===== config.mk =====
export PLATFORM = sky130hd
export DESIGN_NAME = left_shift_4
export DESIGN_NICKNAME = d
export VERILOG_FILES = /design/src/rtl/left_shift_4.sv
export SDC_FILE = /design/constraint.sdc
export NUM_CORES = 1
export LEC_CHECK = 0
export ABC_AREA = 1
export CAP_MARGIN = 30
export CORE_ASPECT_RATIO = 0.9
export CORE_MARGIN = 2
export CORE_UTILIZATION = 35
export DETAILED_ROUTE_END_ITERATION = 8
export PLACE_DENSITY = 0.78
export SLEW_MARGIN = 40
export SYNTH_ARGS = -nofsm -noshare
export SYNTH_HDL_FRONTEND = slang
export SYNTH_SLANG_ARGS = --single-unit

===== constraint.sdc =====
create_clock -name clk -period 1.3 [get_ports clk]
set_input_delay 0.26 -clock clk [delete_from_list [all_inputs] [get_ports clk]]
set_output_delay 0.26 -clock clk [all_outputs]
set_load 0.005 [all_outputs]

===== src/rtl/left_shift_4.sv =====
`default_nettype none
// ---------------------------------------------------------------------------
// left_shift_4 : fixed logical left shift by SHIFT with a one-entry
//                valid/ready registered output stage.
// Revision     : 1.0
// ---------------------------------------------------------------------------
module left_shift_4 #(
  parameter int WIDTH = 16,
  parameter int SHIFT = 4
) (
  input  logic             clk,
  input  logic             rst_n,
  input  logic [WIDTH-1:0] in,
  output logic [WIDTH-1:0] out,
  output logic [SHIFT-1:0] spill,
  input  logic             in_valid,
  output logic             in_ready,
  output logic [WIDTH-1:0] out_q,
  output logic [SHIFT-1:0] spill_q,
  output logic             ovf_q,
  output logic             out_valid,
  input  logic             out_ready
);

  logic [WIDTH-1:0] w_out;
  logic [SHIFT-1:0] w_spill;
  logic             w_in_ready;
  logic             w_capture;

  logic [WIDTH-1:0] r_out_q;
  logic [SHIFT-1:0] r_spill_q;
  logic             r_ovf_q;
  logic             r_out_valid;

  assign w_out      = {in[WIDTH-SHIFT-1:0], {SHIFT{1'b0}}};
  assign w_spill    = in[WIDTH-1:WIDTH-SHIFT];
  // Ready depends only on the stage state and the consumer, never on in_valid.
  assign w_in_ready = !r_out_valid || out_ready;
  assign w_capture  = in_valid && w_in_ready;

  always_ff @(posedge clk or negedge rst_n) begin
    if (!rst_n) begin
      r_out_q     <= '0;
      r_spill_q   <= '0;
      r_ovf_q     <= 1'b0;
      r_out_valid <= 1'b0;
    end else if (w_capture) begin
      r_out_q     <= w_out;
      r_spill_q   <= w_spill;
      r_ovf_q     <= |w_spill;
      r_out_valid <= 1'b1;
    end else if (out_ready) begin
      r_out_valid <= 1'b0;
    end
  end

  assign out       = w_out;
  assign spill     = w_spill;
  assign in_ready  = w_in_ready;
  assign out_q     = r_out_q;
  assign spill_q   = r_spill_q;
  assign ovf_q     = r_ovf_q;
  assign out_valid = r_out_valid;

endmodule
`default_nettype wire


==> results.toml <==
[drt]
vias = 892
first_pass_iters = 4
routed_via_density = 4.53
routedWlPerCell_um = 11.9
drc = 0
drtIter0Drc = 26
wirelength_um = 2340
antenna_left = 0

[logic_synthesis]
synth.avg_cell_area_um2 = 8.97
synth-xor-area-share_pct = 0
ys_seq_area_share_pct = 46.9
netlist_area_um2 = 960
synth_fa_ha_area_share_pct = 0
synthCells = 107
yosysUniqueCellTypes = 13
synth_mux_area_share_pct = 0
yosysWarnings = 0
ys_ff_latch = 18
synth_compound_gate_area_share_pct = 0.522
synthSimpleGateAreaFrac_pct = 28.2
synth_top_family_by_area = "simple AND/OR/NAND/NOR gates"

[worst_setup_path]
slowest_delay_ns = 0.49
r2r_start = "out_valid"
critPathLaunch = "in[12]"
crit_slowest_cell = "clkdlybuf4s50_1"
crit_chain = "clkdlybuf4s50_1 > dlygate4sd2_1"
cp_data_required_time_ns = 1.04
crit_buf_inv = 2
cp-end-kind = "output port"
critPathMaxFanout = 2
criticalPathCategory = "primary input to output port"
worstPathArrival_ns = 1.01
critical-path-top-delay-family = "buffers and inverters"
startpoint_type = "primary input"

[grt]
grt_max_degree = 19
grt_use_met2_pct = 29.3
grt_pass1_vias = 892
grt.met3_usage_pct = 3.13
overflow = 0
met1_usage_pct = 17.1
track_usage_pct = 15.6
antenna_found_initial = 0
busiest_layer = "met2"
grt_pass1_wl_um = 3730

[power]
clock_power_share_pct = 19.6
power_frac_seq_pct = 47.8
vdd_ir_drop_max_mv = 0.319
finalPower_mw = 1.39
p_sw_share_pct = 27.6
p_leak_nw = 0.837
intPower_mw = 1.00
comb_power_share_pct = 32.6
p_per_area_nw_per_um2 = 904
p_switching_uw = 383

[finish]
fin_nets = 191
layout_common_cells = "dlygate4sd2_1, nand2_1, buf_4"
final_area_um2 = 1540
area_delta_synth_final_pct = 60.0
num_antenna_cells = 0
final-seq-area_um2 = 450
n_fill_cell = 218
post-route-util_pct = 60.7
drive_gt1_share_pct = 22.5
multiInputGateArea_um2 = 305
final_common_cell = "dlygate4sd2_1"

[placement]
place_area_um2 = 1480
gp_congestion = 0.757
pre_cts_slack_ns = -0.322
hpwl_um = 1780
io_buffers = 54

[die]
io_pins = 63
die_h_um = 53.7
rows = 17
die_w_um = 59.2
core_area_um2 = 2530
die_area_um2 = 3180
start_util_pct = 37.9

[sta]
drv_slew = 0
rsz0062_at_grt = "false"
fin_crit_sh_pct = 97.6
max_freq_ghz = 0.788
fin_skew_ns = 0.00183
timing.hold.ws_ns = 0.285
period_needed_ns = 1.27
hold_viol_final = 0
setup_viol = 0
fin_ws_ns = 0.0315

[clock_network]
cts_tree = "yes"
cts_buffers = 3
clk_latency_ns = 0.29
cts.htree.levels = 1
path_clk_slew_ns = 0.10
root_buffer = "clkbuf_4"
clock_sinks = 18
cts_buffer_depth = 2

[worst_hold_path]
hp-class = "primary input to asynchronous set/reset pin"

[outcome]
outcome = "finished clean"

[run]
max_cap_viol_count = 0
[registers in the layout (all words and copies together), names as in the netlist]
register   cells
out_q         12
spill_q        4
out_valid      1
ovf_q          1
[cells by family after synthesis]
kind of cell,Yosys count
flops,18
compound gates,1
other cells,1
buf+inv,30
simple gates,57
[final timing paths]
| check | cells after the start | end | slack, ns |
|---|---|---|---|
| worst max register to register | 6 | spill_q[1] | 0.12 |
| min in group clk | 2 | out_q[8] | 0.48 |
| worst min register to register | 2 | out_q[8] | 0.48 |
| max in group asynchronous | 2 | spill_q[3] | 0.82 |
| worst max-delay path | 2 | spill[0] | 0.03 |
| worst min-delay path | 2 | out_q[4] | 0.29 |
[stage by stage]
step,std cells,TNS [ns]
after global placement,185,-6.37
final,197,0
after global routing,197,0
after detailed placement,185,-6.82
after CTS,197,0
after floorplan,114,0
[Yosys cell counts]
| cell type | instances | area, um^2 |
|---|---|---|
| dfrtp_1 | 18 | 450 |
| buf_12 | 1 | 20.0 |
| nand2_1 | 32 | 120 |
| conb_1 | 1 | 3.75 |
| a21oi_1 | 1 | 5.00 |
| nand2_4 | 1 | 11.3 |
| buf_4 | 27 | 203 |
| nand3_1 | 16 | 80.1 |
| nand2_8 | 1 | 20.0 |
| inv_1 | 1 | 3.75 |
| inv_2 | 1 | 3.75 |
| nand2_2 | 5 | 31.3 |
| nor2_1 | 2 | 7.51 |
[power by group through the flow]
stage | Clock [mW] | Sequential [mW] | Combinational, mW
global placement | 0 | 0.681 | 0.452
detailed placement | 0 | 0.684 | 0.464
finish | 0.272 | 0.664 | 0.452
global route | 0.303 | 0.674 | 0.497
floorplan | 0 | 0.689 | 0.180
CTS | 0.283 | 0.664 | 0.450
[repair_timing]
action,CTS,global route
buffers inserted,9,0
gates resized for setup,38,3
pin swaps,0,0
hold buffers,0,0
setup endpoints to repair,35,10
[layout make-up]
type                       instances  area share (%)
multi-input combinational         66            19.9
sequential                        18            29.3
inverter                           2           0.489
tap                               28            2.28
clock buffer                       3            1.47
timing repair buffer              80            46.5
[per-layer routing]
metal,up-vias,routed length (um)
li1,429,-
met1,416,985
met2,41,1140
met3,6,169
met4,0,46
met5,-,0
(Power assumes the default switching activity.)
